<file path="config.mk">
export PLATFORM = sky130hd
export DESIGN_NAME = mac_accumulator_flat
export DESIGN_NICKNAME = d
export VERILOG_FILES = /design/src/rtl/mac_accumulator_if.sv /design/src/rtl/mac_accumulator.sv /design/src/flat_wrapper.sv
export SDC_FILE = /design/constraint.sdc
export NUM_CORES = 1
export LEC_CHECK = 0
export BUFFER_PORTS_ARGS = -buffer_cell sky130_fd_sc_hd__buf_2
export CAP_MARGIN = 10
export CELL_PAD_IN_SITES_DETAIL_PLACEMENT = 0
export CELL_PAD_IN_SITES_GLOBAL_PLACEMENT = 2
export CORE_MARGIN = 2
export CORE_UTILIZATION = 29
export CTS_CLUSTER_DIAMETER = 60
export CTS_CLUSTER_SIZE = 10
export DETAILED_ROUTE_END_ITERATION = 7
export GPL_TIMING_DRIVEN = 0
export PLACE_DENSITY_LB_ADDON = 0.1
export SETUP_SLACK_MARGIN = 0.1
export SLEW_MARGIN = 15
export SYNTH_ARGS = -nofsm -noshare
export SYNTH_HDL_FRONTEND = slang
export SYNTH_SLANG_ARGS = --single-unit
export TNS_END_PERCENT = 100
</file>
<file path="constraint.sdc">
create_clock -name clk -period 2.9 [get_ports clk]
set_clock_uncertainty 0.1 [all_clocks]
set_input_delay 0.29 -clock clk [delete_from_list [all_inputs] [get_ports clk]]
set_output_delay 0.29 -clock clk [all_outputs]
set_load 0.02 [all_outputs]
</file>
<file path="src/rtl/mac_accumulator_if.sv">
// rtl/mac_accumulator_if.sv - product-in / group-result-out handshake bundle for mac_accumulator
interface mac_accumulator_if #(
    parameter int WIDTH     = 32,
    parameter int ACC_WIDTH = 72,
    parameter int CNT_WIDTH = 16
);
    logic                 prod_valid;
    logic                 prod_ready;
    logic [2*WIDTH-1:0]   prod_data;
    logic                 prod_last;
    logic                 acc_valid;
    logic                 acc_ready;
    logic [ACC_WIDTH-1:0] acc_data;
    logic [CNT_WIDTH-1:0] acc_count;
    logic                 acc_ovf;

    modport master (
        output prod_valid, prod_data, prod_last, acc_ready,
        input  prod_ready, acc_valid, acc_data, acc_count, acc_ovf
    );

    modport slave (
        input  prod_valid, prod_data, prod_last, acc_ready,
        output prod_ready, acc_valid, acc_data, acc_count, acc_ovf
    );
endinterface

</file>
<file path="src/rtl/mac_accumulator.sv">
// rtl/mac_accumulator.sv - sums unsigned products per last-delimited group and holds the result
// Optional MAC_ACC_SATURATE_EN: clamp the group sum at all-ones instead of wrapping.
module mac_accumulator #(
    parameter int WIDTH     = 32,
    parameter int ACC_WIDTH = 72,
    parameter int CNT_WIDTH = 16
) (
    input  logic             clk,
    input  logic             rst_n,
    mac_accumulator_if.slave bus
);
    typedef enum logic {
        ST_ACCUM = 1'b0,
        ST_HOLD  = 1'b1
    } state_t;

    localparam logic [CNT_WIDTH-1:0] CNT_ONE = {{(CNT_WIDTH-1){1'b0}}, 1'b1};

    state_t               state_q, state_d;
    logic [ACC_WIDTH-1:0] acc_q, acc_d;
    logic [CNT_WIDTH-1:0] count_q, count_d;
    logic                 ovf_q, ovf_d;
    logic [ACC_WIDTH:0]   sum;
    logic                 accept;
    logic                 release_hs;

    assign bus.prod_ready = (state_q == ST_ACCUM);
    assign bus.acc_valid  = (state_q == ST_HOLD);
    assign bus.acc_data   = acc_q;
    assign bus.acc_count  = count_q;
    assign bus.acc_ovf    = ovf_q;

    assign accept     = bus.prod_valid && (state_q == ST_ACCUM);
    assign release_hs = bus.acc_ready && (state_q == ST_HOLD);

    // One extra bit above the accumulator captures the carry-out of this beat.
    assign sum = {1'b0, acc_q} + {{(ACC_WIDTH + 1 - 2*WIDTH){1'b0}}, bus.prod_data};

    always_comb begin
        state_d = state_q;
        acc_d   = acc_q;
        count_d = count_q;
        ovf_d   = ovf_q;
        if (accept) begin
`ifdef MAC_ACC_SATURATE_EN
            acc_d = sum[ACC_WIDTH] ? {ACC_WIDTH{1'b1}} : sum[ACC_WIDTH-1:0];
`else
            acc_d = sum[ACC_WIDTH-1:0];
`endif
            if (count_q != {CNT_WIDTH{1'b1}}) begin
                count_d = count_q + CNT_ONE;
            end
            ovf_d = ovf_q | sum[ACC_WIDTH];
            if (bus.prod_last) begin
                state_d = ST_HOLD;
            end
        end else if (release_hs) begin
            state_d = ST_ACCUM;
            acc_d   = '0;
            count_d = '0;
            ovf_d   = 1'b0;
        end
    end

    always_ff @(posedge clk or negedge rst_n) begin
        if (!rst_n) begin
            state_q <= ST_ACCUM;
            acc_q   <= '0;
            count_q <= '0;
            ovf_q   <= 1'b0;
        end else begin
            state_q <= state_d;
            acc_q   <= acc_d;
            count_q <= count_d;
            ovf_q   <= ovf_d;
        end
    end
endmodule

</file>
<file path="src/flat_wrapper.sv">
// flat-port wrapper written by rule: the top's interface ports become plain ports
module mac_accumulator_flat 
#(
    parameter int WIDTH     = 32,
    parameter int ACC_WIDTH = 72,
    parameter int CNT_WIDTH = 16
)
  (clk, rst_n, bus_prod_valid, bus_prod_data, bus_prod_last, bus_acc_ready, bus_prod_ready, bus_acc_valid, bus_acc_data, bus_acc_count, bus_acc_ovf);
  mac_accumulator_if #(.WIDTH(WIDTH), .ACC_WIDTH(ACC_WIDTH), .CNT_WIDTH(CNT_WIDTH)) bus_i ();
  input  logic clk;
  input  logic rst_n;
  input wire logic [$bits(bus_i.prod_valid)-1:0] bus_prod_valid;
  input wire logic [$bits(bus_i.prod_data)-1:0] bus_prod_data;
  input wire logic [$bits(bus_i.prod_last)-1:0] bus_prod_last;
  input wire logic [$bits(bus_i.acc_ready)-1:0] bus_acc_ready;
  output wire logic [$bits(bus_i.prod_ready)-1:0] bus_prod_ready;
  output wire logic [$bits(bus_i.acc_valid)-1:0] bus_acc_valid;
  output wire logic [$bits(bus_i.acc_data)-1:0] bus_acc_data;
  output wire logic [$bits(bus_i.acc_count)-1:0] bus_acc_count;
  output wire logic [$bits(bus_i.acc_ovf)-1:0] bus_acc_ovf;
  assign bus_i.prod_valid = bus_prod_valid;
  assign bus_i.prod_data = bus_prod_data;
  assign bus_i.prod_last = bus_prod_last;
  assign bus_i.acc_ready = bus_acc_ready;
  assign bus_prod_ready = bus_i.prod_ready;
  assign bus_acc_valid = bus_i.acc_valid;
  assign bus_acc_data = bus_i.acc_data;
  assign bus_acc_count = bus_i.acc_count;
  assign bus_acc_ovf = bus_i.acc_ovf;
  mac_accumulator #(.WIDTH(WIDTH), .ACC_WIDTH(ACC_WIDTH), .CNT_WIDTH(CNT_WIDTH)) u_core (.clk(clk), .rst_n(rst_n), .bus(bus_i));
endmodule
</file>
==> out/metrics.yaml <==
crit_path_max_fanout: 5
post_dp_cell_area_sq_um: 8830
syn_nets: 1002
p_int_mw: 5.95
synth_edf_count: 0
drtAntennaViolNets: 0
yosysWarnings: 0
hpwlAfterDp_um: 19100
cts-root-buf: "clkbuf_16"
cts_tree: "yes"
ys_seq_area_share_pct: 31.0
fp.dieArea_sq_um: 26300
coreArea_sq_um: 24500
wire_per_inst_um: 17.4
synth_area_sq_um: 7270
track_usage_pct: 19.1
grt_pass1_wl_um: 39900
finalInstanceArea_sq_um: 10300
cp_top_family: "compound AO/OA/AOI/OAI gates"
synth_ff_type: "dfrtp_1"
slew_headroom_pct: 42.1
drtPass1Iterations: 4
power_frac_seq_pct: 19.2
num_vias: 7168
p_sw_mw: 5.34
violations: "negative setup slack"
worst_pin_slew_ns: 0.869
end_kind: "flip-flop"
fin_ws_ns: -0.266
timing.critical_path.mode_cell: "a31oi_4"
rows: 57
p_clk_share_pct: 11.4
grt_max_degree: 58
worstSetupPathType: "flip-flop to flip-flop"
maxCapViolations: 0
cp_slowest_cell: "or4_4"
insertion_delay_ns: 0.36
critPathRequiredTime_ns: 3.05
vdd_drop_max_mv: 0.321
yosysUniqueCellTypes: 74
final_util_pct: 42.2
status: "complete, but fails checks"
instances_no_fill: 1439
fillCellCount: 2507
synth.avg_cell_area_sq_um: 8.38
power.share.combinational_pct: 69.4
finalSetupViolCount: 22
antenna_found_initial: 4
placed_cells: 1351
min_path_type: "input pin to flip-flop"
p_sw_share_pct: 47.3
rsz0062_at_grt: "yes"
nets: 1244
post-route-period-util_pct: 109
start_util_pct: 29.7
cts.sinks: 90
p_leak_nw: 4.72
hold_violations: 0
period_needed_ns: 3.17
critPathBufInv: 0
start_kind: "flip-flop"
grt_pass1_vias: 7319
initialDrtViolationCount: 282
drv_slew: 0
path_cells: "ha_4, nand2_4, or4_4, a31oi_4, a22oi_2, a41oi_2, a31oi_4, or2_4, a31oi_4, o21ai_2, a32o_1"
numCtsBuffers: 9
crit_arrival_ns: 3.32
place_congestion: 0.785
ios: 160
power_per_cell_area_nw_per_um2: 1090
path_clk_slew_ns: 0.07
htreeDepth: 3
clockBufferDepth: 2
route.detailed.drc: 0
vias_per_cell: 4.98
drive_gt1_share_pct: 37.4
die_w_um: 162
grt_overflow: 0
portBuffers: 159
synth_cells: 867
wl_um: 25000
synth-seq-cells: 90
async_flop_share_pct: 100
area_growth_pct: 41.9
max_stage_delay_ns: 0.56
max_freq_mhz: 316
die_h_um: 162
state kept, by name (all words and copies together), names as in the netlist:
name,count
u_core.bus.acc_count,16
u_core.bus.acc_data,72
u_core.bus.acc_ovf,1
u_core.bus.acc_valid,1
area by class of cell:
class | count | area [sq um] | area share (%)
Sequential cell | 90 | 2270 | 22.0
Timing Repair Buffer | 233 | 1400 | 13.6
Tap cell | 324 | 405 | 3.93
Antenna cell | 1 | 2.50 | 0.0243
Inverter | 15 | 56.3 | 0.546
Multi-Input combinational cell | 736 | 5710 | 55.3
Buffer | 24 | 161 | 1.56
Clock buffer | 13 | 260 | 2.52
Clock inverter | 3 | 46.3 | 0.449
cell families after synthesis:
kind of cell	Yosys count	synth area share, %
adder cells (fa/ha/maj)	66	11.5
buffers and inverters	41	2.91
XOR/XNOR	65	7.83
AND/OR/NAND/NOR	290	18.7
AO/OA/AOI/OAI	308	27.1
multiplexers	7	0.964
flip-flops	90	31.0
Yosys cell counts, types with 4 or more instances:
cell	instances	share of area, %
xor2_1	30	3.6
nand3_1	26	1.8
a21o_1	39	4.0
a211oi_1	4	0.41
xnor2_1	35	4.2
and3_1	7	0.60
o21ai_1	4	0.28
nand2_1	132	6.8
dfrtp_1	90	31
nand4_1	22	1.9
mux2i_1	7	0.96
nor2_1	46	2.4
a32o_1	6	0.83
o21a_1	8	0.83
nor3_1	10	0.69
o21ai_0	98	6.7
a21oi_1	81	5.6
inv_1	15	0.77
a31oi_1	10	0.86
nand2b_1	7	0.60
ha_1	65	11
o21bai_1	14	1.4
a22o_1	8	0.96
nor4_1	5	0.43
a21boi_0	4	0.41
and2_1	6	0.52
nor2b_1	8	0.69
clkbuf_1	17	0.88
path summary, 6_finish.rpt:
| check | from | slack (ns) | cells past startpoint | end |
|---|---|---|---|---|
| worst min-delay path | bus_prod_last | 0.03 | 3 | u_core.bus.acc_valid |
| worst min register to register | u_core.bus.acc_data[70] | 0.39 | 1 | u_core.bus.acc_data[70] |
| min in group asynchronous | rst_n | 0.28 | 2 | u_core.bus.acc_data[28] |
| worst max register to register | u_core.bus.acc_data[15] | -0.27 | 11 | u_core.bus.acc_data[59] |
| worst max-delay path | u_core.bus.acc_data[15] | -0.27 | 11 | u_core.bus.acc_data[59] |
| max in group asynchronous | rst_n | 1.76 | 3 | u_core.bus.acc_data[0] |
what timing repair did:
item                                    CTS  global route
endpoints found under the setup margin   40            46
endpoints found under the hold margin    33             0
hold buffers                              1             0
buffers inserted                         49            24
pin swaps                                51            36
gates resized for setup                  85            71
gates cloned                              0             0
layer usage:
layer | global-route usage (%) | up-vias | part of all wire (%)
met5 | 0 | - | 0.11
li1 | - | 3647 | -
met3 | 3.80 | 15 | 5.1
met1 | 26.5 | 3371 | 49
met4 | 4.22 | 4 | 0.90
met2 | 30.7 | 131 | 45
worst register-to-register path, stage by stage (launching register included):
cell	delay [ns]
dfrtp_1	0.42
ha_4	0.32
nand2_4	0.06
or4_4	0.56
a31oi_4	0.16
a22oi_2	0.11
a41oi_2	0.33
a31oi_4	0.19
or2_4	0.29
a31oi_4	0.18
o21ai_2	0.06
a32o_1	0.26
power groups by stage:
stage / Sequential (mW) / Clock, mW / Combinational, mW
detailed placement: 2.20 / 0 / 6.36
floorplan: 2.66 / 0 / 4.12
global route: 2.23 / 1.38 / 8.59
finish: 2.16 / 1.29 / 7.83
global placement: 2.19 / 0 / 6.38
CTS: 2.17 / 1.34 / 7.27
cells in the final DEF, fill, tap and decap left out, types with 28 or more instances in the layout:
cell | Yosys | layout
buf_4 | 1 | 66
a21o_1 | 39 | 38
nand2_1 | 132 | 123
o21ai_0 | 98 | 70
buf_2 | 1 | 158
dfrtp_1 | 90 | 73
ha_1 | 65 | 33
xnor2_1 | 35 | 34
a21oi_1 | 81 | 55
xor2_1 | 30 | 28
nor2_1 | 46 | 42
metrics by stage:
stage          TNS, ns  hold WS [ns]  total power, mW  setup WS (ns)
6_report         -2.89        0.0282             11.3         -0.266
3_5_place_dp     -9.87         0.112             8.56         -0.600
5_1_grt          -5.80        0.0497             12.2         -0.390
4_1_cts          -3.19        0.0234             10.8         -0.280
3_3_place_gp    -10.21         0.379             8.56         -0.600
2_1_floorplan   -0.123        -0.106             6.78         -0.123
Power figures use the tool's default switching activity.
